**config.mk**
```make
export PLATFORM = sky130hd
export DESIGN_NAME = mem_port_arbiter
export DESIGN_NICKNAME = d
export VERILOG_FILES = /design/src/rtl/mem_arb_pkg.sv /design/src/rtl/mem_timeout_counter.sv /design/src/rtl/mem_port_arbiter.sv
export SDC_FILE = /design/constraint.sdc
export NUM_CORES = 1
export LEC_CHECK = 0
export ABC_AREA = 1
export BUFFER_PORTS_ARGS = -buffer_cell sky130_fd_sc_hd__buf_2
export CAP_MARGIN = 20
export CORE_UTILIZATION = 25
export DETAILED_ROUTE_END_ITERATION = 10
export GPL_ROUTABILITY_DRIVEN = 0
export SYNTH_ARGS = -nofsm -noshare
export SYNTH_HDL_FRONTEND = slang
export SYNTH_HIERARCHICAL = 1
export SYNTH_SLANG_ARGS = --single-unit
```
**constraint.sdc**
```tcl
create_clock -name clk -period 1.53 [get_ports clk]
set_input_delay 0.306 -clock clk [delete_from_list [all_inputs] [get_ports clk]]
set_output_delay 0.306 -clock clk [all_outputs]
set_load 0.03 [all_outputs]
```
**src/rtl/mem_arb_pkg.sv**
```systemverilog
// Shared types and constants for the unified memory-port arbiter.
// Owner states, the fixed fetch byte mask and the watchdog counter width.
package mem_arb_pkg;

    typedef enum logic [1:0] {
        IDLE    = 2'd0,
        BUSY_IF = 2'd1,
        BUSY_D  = 2'd2
    } arb_state_e;

    localparam logic [3:0] FETCH_MASK = 4'b1111;

    // Wide enough to hold TimeoutCycles-1, the last count before abort.
    function automatic int timeout_w(input int cycles);
        return $clog2(cycles);
    endfunction

endpackage

```
**src/rtl/mem_timeout_counter.sv**
```systemverilog
// Watchdog for one memory transaction: counts unanswered busy cycles and
// flags the cycle on which the transaction must be abandoned.
module mem_timeout_counter
    import mem_arb_pkg::*;
#(
    parameter int TimeoutCycles = 64
) (
    input  logic clk,
    input  logic rst,
    input  logic clear,
    input  logic enable,
    output logic expired
);

    localparam int CntW = timeout_w(TimeoutCycles);
    localparam logic [CntW-1:0] LastCnt = CntW'(TimeoutCycles - 1);

    logic [CntW-1:0] cnt_q;
    logic [CntW-1:0] cnt_d;

    // Saturates at the last count so a stalled owner cannot wrap it.
    always_comb begin
        cnt_d = cnt_q;
        if (clear) begin
            cnt_d = '0;
        end else if (enable && (cnt_q != LastCnt)) begin
            cnt_d = cnt_q + CntW'(1);
        end
    end

    always_ff @(posedge clk) begin
        if (!rst) begin
            cnt_q <= '0;
        end else begin
            cnt_q <= cnt_d;
        end
    end

    assign expired = (cnt_q == LastCnt);

endmodule

```
**src/rtl/mem_port_arbiter.sv**
```systemverilog
// Shares one memory port between instruction fetch and load/store, one
// transaction at a time, alternating owners under contention.
module mem_port_arbiter
    import mem_arb_pkg::*;
#(
    parameter int DataWidth     = 32,
    parameter int TimeoutCycles = 64
) (
    input  logic                 clk,
    input  logic                 rst,
    input  logic                 if_req,
    input  logic [DataWidth-1:0] if_addr,
    output logic                 if_gnt,
    output logic                 if_valid,
    output logic [DataWidth-1:0] if_rdata,
    input  logic                 d_req,
    input  logic                 d_we,
    input  logic [3:0]           d_mask,
    input  logic [DataWidth-1:0] d_addr,
    input  logic [DataWidth-1:0] d_wdata,
    output logic                 d_gnt,
    output logic                 d_valid,
    output logic [DataWidth-1:0] d_rdata,
    output logic                 m_req,
    output logic                 m_we,
    output logic [3:0]           m_mask,
    output logic [DataWidth-1:0] m_addr,
    output logic [DataWidth-1:0] m_wdata,
    input  logic                 m_valid,
    input  logic [DataWidth-1:0] m_rdata,
    output logic                 busy,
    output logic                 err
);

    // Handshake: a requester holds req (and its payload) until it sees its
    // gnt pulse; the owner later gets exactly one valid pulse per grant.
    arb_state_e           state_q, state_d;
    logic                 last_data_q, last_data_d;
    logic                 m_req_q, m_req_d;
    logic                 m_we_q, m_we_d;
    logic [3:0]           m_mask_q, m_mask_d;
    logic [DataWidth-1:0] m_addr_q, m_addr_d;
    logic [DataWidth-1:0] m_wdata_q, m_wdata_d;

    logic in_idle;
    logic grant_if;
    logic grant_d;
    logic expired;
    logic timeout;
    logic done;

    assign in_idle  = (state_q == IDLE);
    assign grant_if = rst && in_idle && if_req && (!d_req || last_data_q);
    assign grant_d  = rst && in_idle && d_req && (!if_req || !last_data_q);
    assign timeout  = !in_idle && !m_valid && expired;
    assign done     = !in_idle && (m_valid || timeout);

    mem_timeout_counter #(
        .TimeoutCycles(TimeoutCycles)
    ) u_timeout (
        .clk    (clk),
        .rst    (rst),
        .clear  (grant_if || grant_d),
        .enable (!in_idle && !m_valid),
        .expired(expired)
    );

    always_comb begin
        state_d     = state_q;
        last_data_d = last_data_q;
        m_req_d     = m_req_q;
        m_we_d      = m_we_q;
        m_mask_d    = m_mask_q;
        m_addr_d    = m_addr_q;
        m_wdata_d   = m_wdata_q;
        case (state_q)
            IDLE: begin
                if (grant_d) begin
                    state_d     = BUSY_D;
                    last_data_d = 1'b1;
                    m_req_d     = 1'b1;
                    m_we_d      = d_we;
                    m_mask_d    = d_mask;
                    m_addr_d    = d_addr;
                    m_wdata_d   = d_wdata;
                end else if (grant_if) begin
                    state_d     = BUSY_IF;
                    last_data_d = 1'b0;
                    m_req_d     = 1'b1;
                    m_we_d      = 1'b0;
                    m_mask_d    = FETCH_MASK;
                    m_addr_d    = if_addr;
                    m_wdata_d   = '0;
                end
            end
            default: begin
                if (done) begin
                    state_d = IDLE;
                    m_req_d = 1'b0;
                end
            end
        endcase
    end

    always_ff @(posedge clk) begin
        if (!rst) begin
            state_q     <= IDLE;
            last_data_q <= 1'b0;
            m_req_q     <= 1'b0;
            m_we_q      <= 1'b0;
            m_mask_q    <= 4'b0000;
            m_addr_q    <= '0;
            m_wdata_q   <= '0;
        end else begin
            state_q     <= state_d;
            last_data_q <= last_data_d;
            m_req_q     <= m_req_d;
            m_we_q      <= m_we_d;
            m_mask_q    <= m_mask_d;
            m_addr_q    <= m_addr_d;
            m_wdata_q   <= m_wdata_d;
        end
    end

    assign if_gnt   = grant_if;
    assign d_gnt    = grant_d;
    assign if_valid = rst && (state_q == BUSY_IF) && done;
    assign d_valid  = rst && (state_q == BUSY_D) && done;
    // An aborted transaction returns zero data; stores never return data.
    assign if_rdata = (rst && (state_q == BUSY_IF) && m_valid) ? m_rdata : '0;
    assign d_rdata  = (rst && (state_q == BUSY_D) && m_valid && !m_we_q) ? m_rdata : '0;
    assign err      = rst && timeout;
    assign busy     = !in_idle;

    assign m_req   = m_req_q;
    assign m_we    = m_we_q;
    assign m_mask  = m_mask_q;
    assign m_addr  = m_addr_q;
    assign m_wdata = m_wdata_q;

endmodule

```
* Word level (Yosys, flattened, before mapping)
Cells that the tools add are included.
Storage, ports and cells: register bits 79, input port bits 138, logic and storage cells 67
Cells by class: add/subtract/negate cells 1, equal/unequal tests 5, multiplexer cells 19, bitwise operators 1, reduce and logical (&&, ||, !) cells 33
Operator list (number):
- $mux W32 | 6
- $logic_and A1 B1 Y1 | 17
- $mux W2 | 4
- $mux W4 | 2
- $mux W1 | 7
- $add A6 B1 Y6 const B | 1
- $eq A6 B6 Y1 const B | 1
- $logic_not A1 Y1 | 6
- $ne A6 B6 Y1 const B | 1
- $logic_or A1 B1 Y1 | 4
- $reduce_and A2 Y1 | 2
- $reduce_bool A2 Y1 | 2
- $ne A3 B1 Y1 const B | 1
- $eq A2 B1 Y1 const B | 1
- $eq A2 B2 Y1 const B | 1
- $logic_not A2 Y1 | 1
- $reduce_or A2 Y1 | 1
- $not A1 Y1 | 1

* Logic depth before layout (Yosys ltp)
Gate-level depths: netlist (run 1).
depth after elaboration 8, depth in mapped cells 9, mapped depth without buffers 9

* Hierarchy
Netlist (run 1), hierarchy kept.
By module, submodules not included:
- mem_port_arbiter | times used 1, cells each 630, area each 3784.9 um^2, sequential area each 1461.4 um^2
- mem_timeout_counter | times used 1, cells each 52, area each 367.9 um^2, sequential area each 120.1 um^2

* Least setup slack after synthesis (run 1)
No wires, ideal clock.
path type flip-flop to output port, start point register u_timeout.cnt_q[0], end point output port d_valid, data arrival time 1.591 ns, required time 1.224 ns, setup slack -0.367 ns, cell stages (with the launch flop) 8, path buffers 0, cells stage by stage dfxtp_1 > ha_1 > nand2_2 > nor2_4 > nand2_4 > inv_1 > nor2_1 > nor3_1
Between the ends: longest elaborated chain between the ends 5
RTL lines:
- from (decl) | line mem_timeout_counter.sv:18 | logic [CntW-1:0] cnt_q;
- from (signal assigned) | line mem_timeout_counter.sv:35 | cnt_q <= cnt_d;
- $eq A6 B6 Y1 | line mem_timeout_counter.sv:39 | assign expired = (cnt_q == LastCnt);
- named net expired | line mem_port_arbiter.sv:48 | logic expired;
- $logic_and A1 B1 Y1 | line mem_port_arbiter.sv:55 | assign timeout = !in_idle && !m_valid && expired;
- $logic_or A1 B1 Y1 | line mem_port_arbiter.sv:56 | assign done = !in_idle && (m_valid || timeout);
- $logic_and A1 B1 Y1 | line mem_port_arbiter.sv:56
- $logic_and A1 B1 Y1 | line mem_port_arbiter.sv:128 | assign d_valid = rst && (state_q == BUSY_D) && done;
- to (decl) | line mem_port_arbiter.sv:22 | output logic d_valid,
The timed path passes the listed nets, and every way through them passes these cells.

* Worst setup path in the final report (run 1)
start point register state_q[1], end point output port d_rdata[19]
Between the ends: longest elaborated chain between the ends 5
RTL lines:
- from (decl) | line mem_port_arbiter.sv:37 | arb_state_e state_q, state_d;
- from (signal assigned) | line mem_port_arbiter.sv:115 | state_q <= state_d;
- $eq A2 B2 Y1 | line mem_port_arbiter.sv:131 | assign d_rdata = (rst && (state_q == BUSY_D) && m_valid && !m_we_q) ? m_rdata : '0;
- $logic_and A1 B1 Y1 (3 in a row) | line mem_port_arbiter.sv:131
- $mux W32 | line mem_port_arbiter.sv:131
- to (decl) | line mem_port_arbiter.sv:23 | output logic [DataWidth-1:0] d_rdata,
No other way between the ends.

==> results of run 1 <==
-- per-stage QoR --
step	total power (W)	hold WS [ns]	setup WS (ns)	TNS, ns
floorplan	0.003900	0.4187	-0.1175	-3.648
global placement	0.004655	0.4442	-0.05173	-0.8809
detailed placement	0.004668	0.4503	-0.06438	-1.101
CTS	0.007081	0.1444	-0.3688	-18.23
global route	0.008104	0.1631	-0.4182	-35.03
finish	0.007707	0.1623	-0.3615	-26.45
-- report_power, final --
| part | switching [W] | total [W] | internal (W) |
|---|---|---|---|
| Combinational | 0.00179 | 0.00305 | 0.00126 |
| Clock | 0.000919 | 0.00223 | 0.00131 |
| Sequential | 0.000136 | 0.00243 | 0.00229 |
| Total | 0.00284 | 0.00771 | 0.00486 |
-- worst max-delay path, cell delays in order, from the launching register on --
cell      delay [ns]
dfxtp_4         0.37
nand2_2         0.06
nor2_1          0.09
nand3b_1        0.15
buf_6           0.18
buf_12          0.15
nor2_4          0.11
buf_6           0.14
-- worst paths after layout --
| kind | end | slack, ns |
|---|---|---|
| worst min register to register | m_req | 0.46 |
| worst max-delay path | d_rdata[19] | -0.36 |
| worst min-delay path | m_wdata[24] | 0.16 |
| worst max register to register | m_addr[10] | -0.16 |
-- metal layers --
metal	part of all wire, %	track usage (%)
met5	0.088	0
met4	1.9	6.288
met3	8.0	5.090
met2	53	31.28
met1	37	16.13
-- cells in the final DEF (no fill, tap or decap), types with 3 or more instances in the layout --
cell type / Yosys / routed
buf_2: 12 / 208
nand2_1: 211 / 158
inv_1: 104 / 103
nor2_1: 183 / 102
dfxtp_1: 79 / 75
buf_6: 4 / 66
nor2_4: 3 / 60
buf_4: 4 / 48
nand2_4: 3 / 36
nor2_2: 0 / 24
a21oi_2: 4 / 21
nand2_2: 1 / 20
clkbuf_16: 0 / 18
buf_12: 0 / 15
o21ai_2: 0 / 10
buf_8: 2 / 6
o21ai_0: 14 / 4
nand3_1: 4 / 4
nor2_8: 3 / 3
inv_2: 3 / 3
a21oi_1: 20 / 3
nand4_1: 3 / 3
clkinvlp_4: 0 / 3
buf_16: 0 / 3
-- state kept, by name (all words and copies together), names as in the netlist --
| signal | count |
|---|---|
| m_wdata | 32 |
| last_data_q | 1 |
| u_timeout/cnt_q | 6 |
| m_req | 1 |
| m_mask | 4 |
| state_q | 2 |
| m_we | 1 |
| m_addr | 32 |
-- cells by family (layout without fill, tap and decap cells) --
kind of cell             after synthesis  count (layout)
AO/OA/AOI/OAI                         45              45
flip-flops                            79              79
AND/OR/NAND/NOR                      415             415
buffers and inverters                141             479
other                                  0               1
adder cells (fa/ha/maj)                1               1
XOR/XNOR                               1               1
-- repair_timing --
item / CTS / global route
gates cloned: 3 / 14
pin swaps: 12 / 54
setup endpoints to repair: 69 / 140
setup buffers: 12 / 9
gates resized for setup: 133 / 233
-- area by class of cell --
type / instances / share of cell area (%)
inverters: 108 / 4.907
clock inverters: 6 / 0.8430
flip-flops and latches: 79 / 19.15
diodes: 1 / 0.03011
clock buffers: 10 / 2.875
repair buffers: 355 / 34.20
multi-input cells: 462 / 34.74
well taps: 216 / 3.252
==> results.json, run 1 <==
{
  "grt.overflow.total": 0,
  "cts_tree": "yes",
  "cellPowerDensity_nw_per_um2": 927.3,
  "r2r_cells": 11,
  "synth_top_area_share_pct": 38.08,
  "core_um2": 16060,
  "syn2layout_area_growth_pct": 100.2,
  "drt_first_iter_violations": 131,
  "synth_top_family_by_area": "simple AND/OR/NAND/NOR gates",
  "via_per_inst": 4.211,
  "wl_um": 17080,
  "post_drt_wl_per_cell_um": 13.81,
  "p_leak_nw": 4.401,
  "initial_core_util_pct": 25.86,
  "worst_hold_startpoint": "d_wdata[24]",
  "drive_above_1_share_pct": 54.80,
  "grt_start_max_net_pins": 43,
  "utilization_pct": 51.76,
  "drc": 0,
  "clock-sinks": 79,
  "stdcell_area_um2": 8312,
  "hp-class": "in -> reg",
  "synth_cell_types": 29,
  "clock_latency_ns": 0.35,
  "synth-main-ff-cell": "dfxtp_1",
  "grt_pass1_vias": 4501,
  "synthArstFlopShare_pct": 0,
  "yosys-top-cells-count": "nand2_1 (211), nor2_1 (183), inv_1 (104)",
  "final_nets": 1154,
  "grt_pass1_wl_um": 21160,
  "grt_use_total_pct": 16.26,
  "synth.most_common_cell": "nand2_1",
  "antenna_found_initial": 2,
  "dpl.hpwl_um": 10440,
  "netlist_area_um2": 4153,
  "setup_violations": 144,
  "synthAdderAreaFrac_pct": 0.3013,
  "dp_cells": 1182,
  "die_w_um": 130.9,
  "hold_viol_final": 0,
  "clk_pin_slew_worst_paths_ns": 0.07,
  "die_area_um2": 17130,
  "place_area_um2": 6246,
  "dr.pass1.iters": 5,
  "synth_compound_area_share_pct": 6.297,
  "status": "finished, violations left",
  "fin_crit_sh_pct": 123.6,
  "setup.worst_path.start": "state_q[1]",
  "max_slew_margin_pct": 69.91,
  "multiInputGateArea_um2": 2888,
  "rsz0062_at_grt": "yes",
  "r2r-start": "state_q[0]",
  "critPathKind": "reg -> out",
  "ir_worst_vdd_mv": 0.5245,
  "cts.path.max_buffers": 2,
  "start_kind": "flop",
  "drv_slew": 0,
  "htreeDepth": 3,
  "ys_top_cells_by_area": "dfxtp_1 (38%), nand2_1 (19%), nor2_1 (17%)",
  "synth-xor-area-share_pct": 0.2109,
  "whs_path_depth": 3,
  "root_buffer": "clkbuf_16",
  "crit_fanout": 8,
  "drv_cap": 0,
  "ys_seq_elements": 79,
  "fp.dieH_um": 130.9,
  "yosysTopAreaCell": "dfxtp_1",
  "yosys_warnings": 6,
  "synth.yosys.seq_area_share_pct": 38.08,
  "vias": 5209,
  "fin_ws_ns": -0.3615,
  "regArea_um2": 1592,
  "num_rows": 46,
  "syn_avg_cell_area_um2": 6.089,
  "ant_nets": 0,
  "worst_pin_slew_ns": 0.4513,
  "cp.arrival_ns": 1.59,
  "period_minus_slack_ns": 1.891,
  "max_freq_ghz": 0.5287,
  "violations": "negative setup slack",
  "io_pins": 278,
  "yosys.area_share.simple_pct": 40.37,
  "port_buffers": 277,
  "fillerInstances": 1516,
  "cp-end-kind": "output port",
  "postSynthNetCount": 821,
  "worstPathRequired_ns": 1.22,
  "synth_edf_count": 0,
  "worst_clock_skew_ns": 0.01056,
  "synthCells": 682,
  "finalNonFillerCells": 1237,
  "cts_buffers": 9,
  "synthMuxAreaShare_pct": 0,
  "hold_buffers": 0
}
Note: power is estimated with default switching activity, not from simulation.
==> run 2, diff against run 1 <==
Settings changed: BUFFER_PORTS_ARGS -buffer_cell sky130_fd_sc_hd__buf_2 to not set, DONT_BUFFER_PORTS set to 1.
Clock period 1.53 ns to 2.2 ns, I/O delays scaled along.
==> results.json, run 2 (synthesized netlist as in run 1, its figures left out) <==
{
  "critPathKind": "reg -> out",
  "period_minus_slack_ns": 2.102,
  "drv_cap": 0,
  "finalNonFillerCells": 959,
  "clk_pin_slew_worst_paths_ns": 0.07,
  "hold_buffers": 0,
  "grt_use_met3_pct": 5.904,
  "port_buffers": 0,
  "clockPowerShare_pct": 34.9,
  "num_rows": 46,
  "core_um2": 16060,
  "drc": 0,
  "drt_first_iter_violations": 154,
  "final_common_cell": "nand2_1",
  "combPwrFrac_pct": 19.2,
  "dpl.hpwl_um": 9673,
  "internal_power_w": 0.002789,
  "syn2layout_area_growth_pct": 24.34,
  "postCtsSetupBuffers": 0,
  "wl_um": 12570,
  "setup_violations": 0,
  "clock-sinks": 79,
  "fillerInstances": 1767,
  "initial_core_util_pct": 25.86,
  "power.share.sequential_pct": 45.8,
  "io_pins": 278,
  "holdWs_ns": 0.2155,
  "cts_tree": "yes",
  "fin_crit_sh_pct": 95.54,
  "critical_path.cell_chain": "ha_2 > nand2_2 > nor2_4 > nand2_4 > inv_1 > nor2_1 > nor3_2 > buf_4",
  "ir_worst_vdd_mv": 0.3393,
  "grt_start_max_net_pins": 61,
  "p_leak_nw": 2.707,
  "sw_frac_of_total_pct": 35.79,
  "hp-class": "in -> reg",
  "drv_slew": 0,
  "grt_pass1_vias": 3370,
  "grt_use_total_pct": 14.13,
  "whs_path_depth": 2,
  "cp-end-kind": "output port",
  "root_buffer": "clkbuf_16",
  "cp.arrival_ns": 1.66,
  "hold_viol_final": 0,
  "regArea_um2": 1584,
  "post_drt_wl_per_cell_um": 13.10,
  "htreeDepth": 3,
  "finalPower_w": 0.004344,
  "crit_fanout": 6,
  "die_w_um": 130.9,
  "num_antenna_cells": 0,
  "via_per_inst": 4.079,
  "fp.dieH_um": 130.9,
  "grt_pass1_wl_um": 17830,
  "dr.pass1.iters": 4,
  "ant_nets": 0,
  "final_cell_mix": "nand2_1 (211), nor2_1 (183), inv_1 (104), dfxtp_1 (77), buf_4 (75)",
  "switching_power_w": 0.001555,
  "start_kind": "flop",
  "max_freq_ghz": 0.4758,
  "cts.path.max_buffers": 2,
  "busiest_layer": "met2",
  "worstPathRequired_ns": 1.76,
  "multiInputGateArea_um2": 1972,
  "r2r_cells": 6,
  "max_slew_margin_pct": 67.76,
  "grt_use_met2_pct": 26.74,
  "cts_buffers": 9,
  "drive_above_1_share_pct": 15.75,
  "max_stage_delay_ns": 0.36,
  "antenna_found_initial": 0,
  "use_met1_pct": 13.99,
  "vias": 3912,
  "dp_cells": 943,
  "grt.overflow.total": 0,
  "worst_pin_slew_ns": 0.4837,
  "cellPowerDensity_nw_per_um2": 841.4,
  "die_area_um2": 17130,
  "clock_latency_ns": 0.33,
  "crit_slowest_cell": "dfxtp_2",
  "status": "completed",
  "final_nets": 877,
  "worst_clock_skew_ns": 0.009288
}
==> run 2: cell types whose count changed in the layout (fill, tap and decap cells not counted), moves of 27 or more <==
cell	previous run	this run
nand2_1	158	211
buf_2	208	0
nor2_4	60	3
buf_4	48	75
buf_6	66	0
nor2_1	102	183
nand2_4	36	3
==> run 2: worst paths after layout <==
path | from | end | slack [ns]
hold / removal | d_wdata[29] | m_wdata[29] | 0.22
setup / recovery | u_timeout/cnt_q[0] | d_valid | 0.1
setup reg to reg | state_q[1] | m_wdata[10] | 0.54
hold reg to reg | last_data_q | last_data_q | 0.50
==> run 2: critical path, delay by kind of cell (launching register included) <==
kind	cells	cell delay, ns
AND/OR/NAND/NOR	5	0.50
adder cells (fa/ha/maj)	1	0.21
flip-flops	1	0.36
buffers and inverters	2	0.25
==> run 2: per-layer routing <==
layer	vias to the layer above	part of all wire, %
li1	2090	-
met1	1629	38
met2	185	51
met3	8	10
met4	0	0.94
met5	-	0
==> run 2: repair_timing <==
item / in CTS / in global routing
setup endpoints to repair: 1 / 3
resized for setup: 1 / 4
pin swaps: 0 / 1
==> run 2: area by class of cell <==
type / instances / area share, %
timing repair buffer: 78 / 12.07
multi-input combinational: 462 / 38.19
tap: 216 / 5.234
clock inverter: 6 / 1.357
clock buffer: 10 / 4.628
sequential: 79 / 30.68
inverter: 108 / 7.851
==> run 2: power by group through the flow <==
stage / clock (W) / sequential [W] / combinational (W)
floorplan: 0 / 0.00198 / 0.000681
global route: 0.00164 / 0.00201 / 0.000965
finish: 0.00152 / 0.00199 / 0.000836
detailed placement: 0 / 0.00203 / 0.000849
global placement: 0 / 0.00203 / 0.000839
CTS: 0.00159 / 0.00200 / 0.000852
==> run 2: per-stage QoR <==
| step | util, % | setup slack (ns) | cell area [um^2] | setup TNS, ns |
|---|---|---|---|---|
| 6_report | 32.16 | 0.09806 | 5164 | 0 |
| 5_1_grt | 32.16 | -0.01259 | 5164 | -0.01259 |
| 4_1_cts | 32.09 | 0.009445 | 5154 | 0 |
| 3_5_place_dp | 30.14 | 0.3698 | 4840 | 0 |
| 3_3_place_gp | 30.14 | 0.3946 | 4840 | 0 |
| 2_1_floorplan | - | 0.1688 | 4153 | 0 |
==> run 3, diff against run 2 <==
Settings changed: BUFFER_PORTS_ARGS set to -buffer_cell sky130_fd_sc_hd__buf_2, DONT_BUFFER_PORTS 1 to not set, RECOVER_POWER set to 50.
==> results.json, run 3 (synthesized netlist as in run 1, its figures left out) <==
{
  "whs_path_depth": 3,
  "cts.path.max_buffers": 2,
  "drt_first_iter_violations": 227,
  "via_per_inst": 4.005,
  "drc": 0,
  "r2r-start": "state_q[1]",
  "cp-end-kind": "output port",
  "r2r_end": "u_timeout/cnt_q[3]",
  "status": "completed",
  "regArea_um2": 1589,
  "dr.pass1.iters": 6,
  "port_buffers": 277,
  "rsz0062_at_grt": "no",
  "setup_violations": 0,
  "multiInputGateArea_um2": 1948,
  "drv_slew": 0,
  "fillerInstances": 1776,
  "initial_core_util_pct": 25.86,
  "worst_clock_skew_ns": 0.005621,
  "clock_latency_ns": 0.33,
  "clk_pin_slew_worst_paths_ns": 0.06,
  "core_um2": 16060,
  "hold_viol_final": 0,
  "die_w_um": 130.9,
  "vias": 4674,
  "antenna_found_initial": 0,
  "stdcell_area_um2": 5914,
  "postCtsSetupBuffers": 0,
  "io_pins": 278,
  "max_freq_ghz": 0.4814,
  "ir_worst_vdd_mv": 0.3400,
  "grt_pass1_wl_um": 19780,
  "place_area_um2": 5715,
  "grt_use_total_pct": 15.23,
  "grt.overflow.total": 0,
  "drv_cap": 0,
  "ff2ff_setup_slack_ns": 0.24,
  "fp.dieH_um": 130.9,
  "num_antenna_cells": 0,
  "dpl.hpwl_um": 10010,
  "period_minus_slack_ns": 2.077,
  "final_nets": 1086,
  "clock-sinks": 79,
  "final_common_cell": "nand2_1",
  "grt_pass1_vias": 4002,
  "ant_nets": 0,
  "die_area_um2": 17130,
  "grt_start_max_net_pins": 66,
  "post_drt_wl_per_cell_um": 11.50,
  "final_cell_mix": "nand2_1 (212), buf_2 (205), nor2_1 (184), inv_1 (104), dfxtp_1 (75)",
  "root_buffer": "clkbuf_16",
  "cp.arrival_ns": 1.64,
  "syn2layout_area_growth_pct": 42.42,
  "drive_above_1_share_pct": 26.50,
  "wl_um": 13420,
  "hp-class": "in -> reg",
  "htreeDepth": 3,
  "finalSetupTns_ns": 0,
  "worstPathRequired_ns": 1.76,
  "num_rows": 46,
  "cellPowerDensity_nw_per_um2": 778.1,
  "max_slew_margin_pct": 26.85,
  "cts_tree": "yes",
  "p_leak_nw": 3.327,
  "r2r_cells": 7,
  "critPathKind": "reg -> out",
  "cts_buffers": 9,
  "worst_hold_startpoint": "d_wdata[28]",
  "fin_crit_sh_pct": 94.43,
  "worst_pin_slew_ns": 1.097,
  "holdPathEnd": "m_wdata[28]",
  "crit_fanout": 6,
  "start_kind": "flop"
}
==> run 3: cell count changes in the layout (fill, tap and decap cells not counted), moves of 2 or more <==
cell	delta
buf_2	+205
clkinv_4	-2
dfxtp_1	-2
clkbuf_1	+73
buf_12	-2
buf_4	-66
clkinvlp_4	-2
==> run 3: per-stage QoR <==
step	setup slack [ns]	utilization, %	hold slack, ns	total power, W	instances
global placement	0.2848	35.59	0.4457	0.003109	1152
floorplan	0.1688	-	0.4615	0.002665	682
detailed placement	0.2797	35.59	0.4485	0.003115	1152
CTS	0.02822	37.62	0.2854	0.004748	1167
global route	0.01121	36.83	0.3063	0.004904	1167
finish	0.1226	36.83	0.3096	0.004602	1167
==> run 3: how the worst max path moves through the flow <==
| stage | slack (ns) | cells after the start | end | from |
|---|---|---|---|---|
| after global routing | 0.01 | 8 | if_valid | u_timeout/cnt_q[0] |
| after detailed placement | 0.28 | 7 | d_rdata[24] | rst |
| after floorplan | 0.17 | 7 | d_valid | u_timeout/cnt_q[0] |
| final | 0.12 | 8 | if_valid | u_timeout/cnt_q[0] |
| after CTS | 0.03 | 8 | d_valid | u_timeout/cnt_q[1] |
| after global placement | 0.28 | 7 | if_rdata[15] | rst |
==> run 3: routing by layer <==
layer  global-route usage, %  routed length [um]
met1                   15.75                5513
met2                   28.94                6722
met3                   4.764                1018
met4                   4.936                 168
met5                       0                   0
==> run 3: worst max-delay path: stages (launching register included) <==
cell and delay [ns]:
dfxtp_4 0.35, ha_2 0.20, nand2_2 0.09, nor2_4 0.04
nand2_4 0.08, inv_1 0.06, nor2_1 0.24, nor3_2 0.08
buf_4 0.17
==> run 3: layout make-up <==
| type | instances | share of cell area [%] |
|---|---|---|
| Tap cell | 216 | 4.569 |
| Inverter | 108 | 6.854 |
| Clock inverter | 3 | 1.142 |
| Multi-Input combinational cell | 462 | 32.94 |
| Clock buffer | 12 | 4.168 |
| Sequential cell | 79 | 26.87 |
| Timing Repair Buffer | 287 | 23.46 |
==> run 3: report_power, final <==
group          switching [W]  internal, W  leakage, nW
Combinational       0.000946     0.000388         2.53
Clock               0.000571      0.00102        0.149
Sequential         0.0000857      0.00159        0.649
==> run 3: what timing repair did <==
item,in CTS,in global routing
hold buffers,0,0
resized for setup,4,8
setup endpoints to repair,2,21
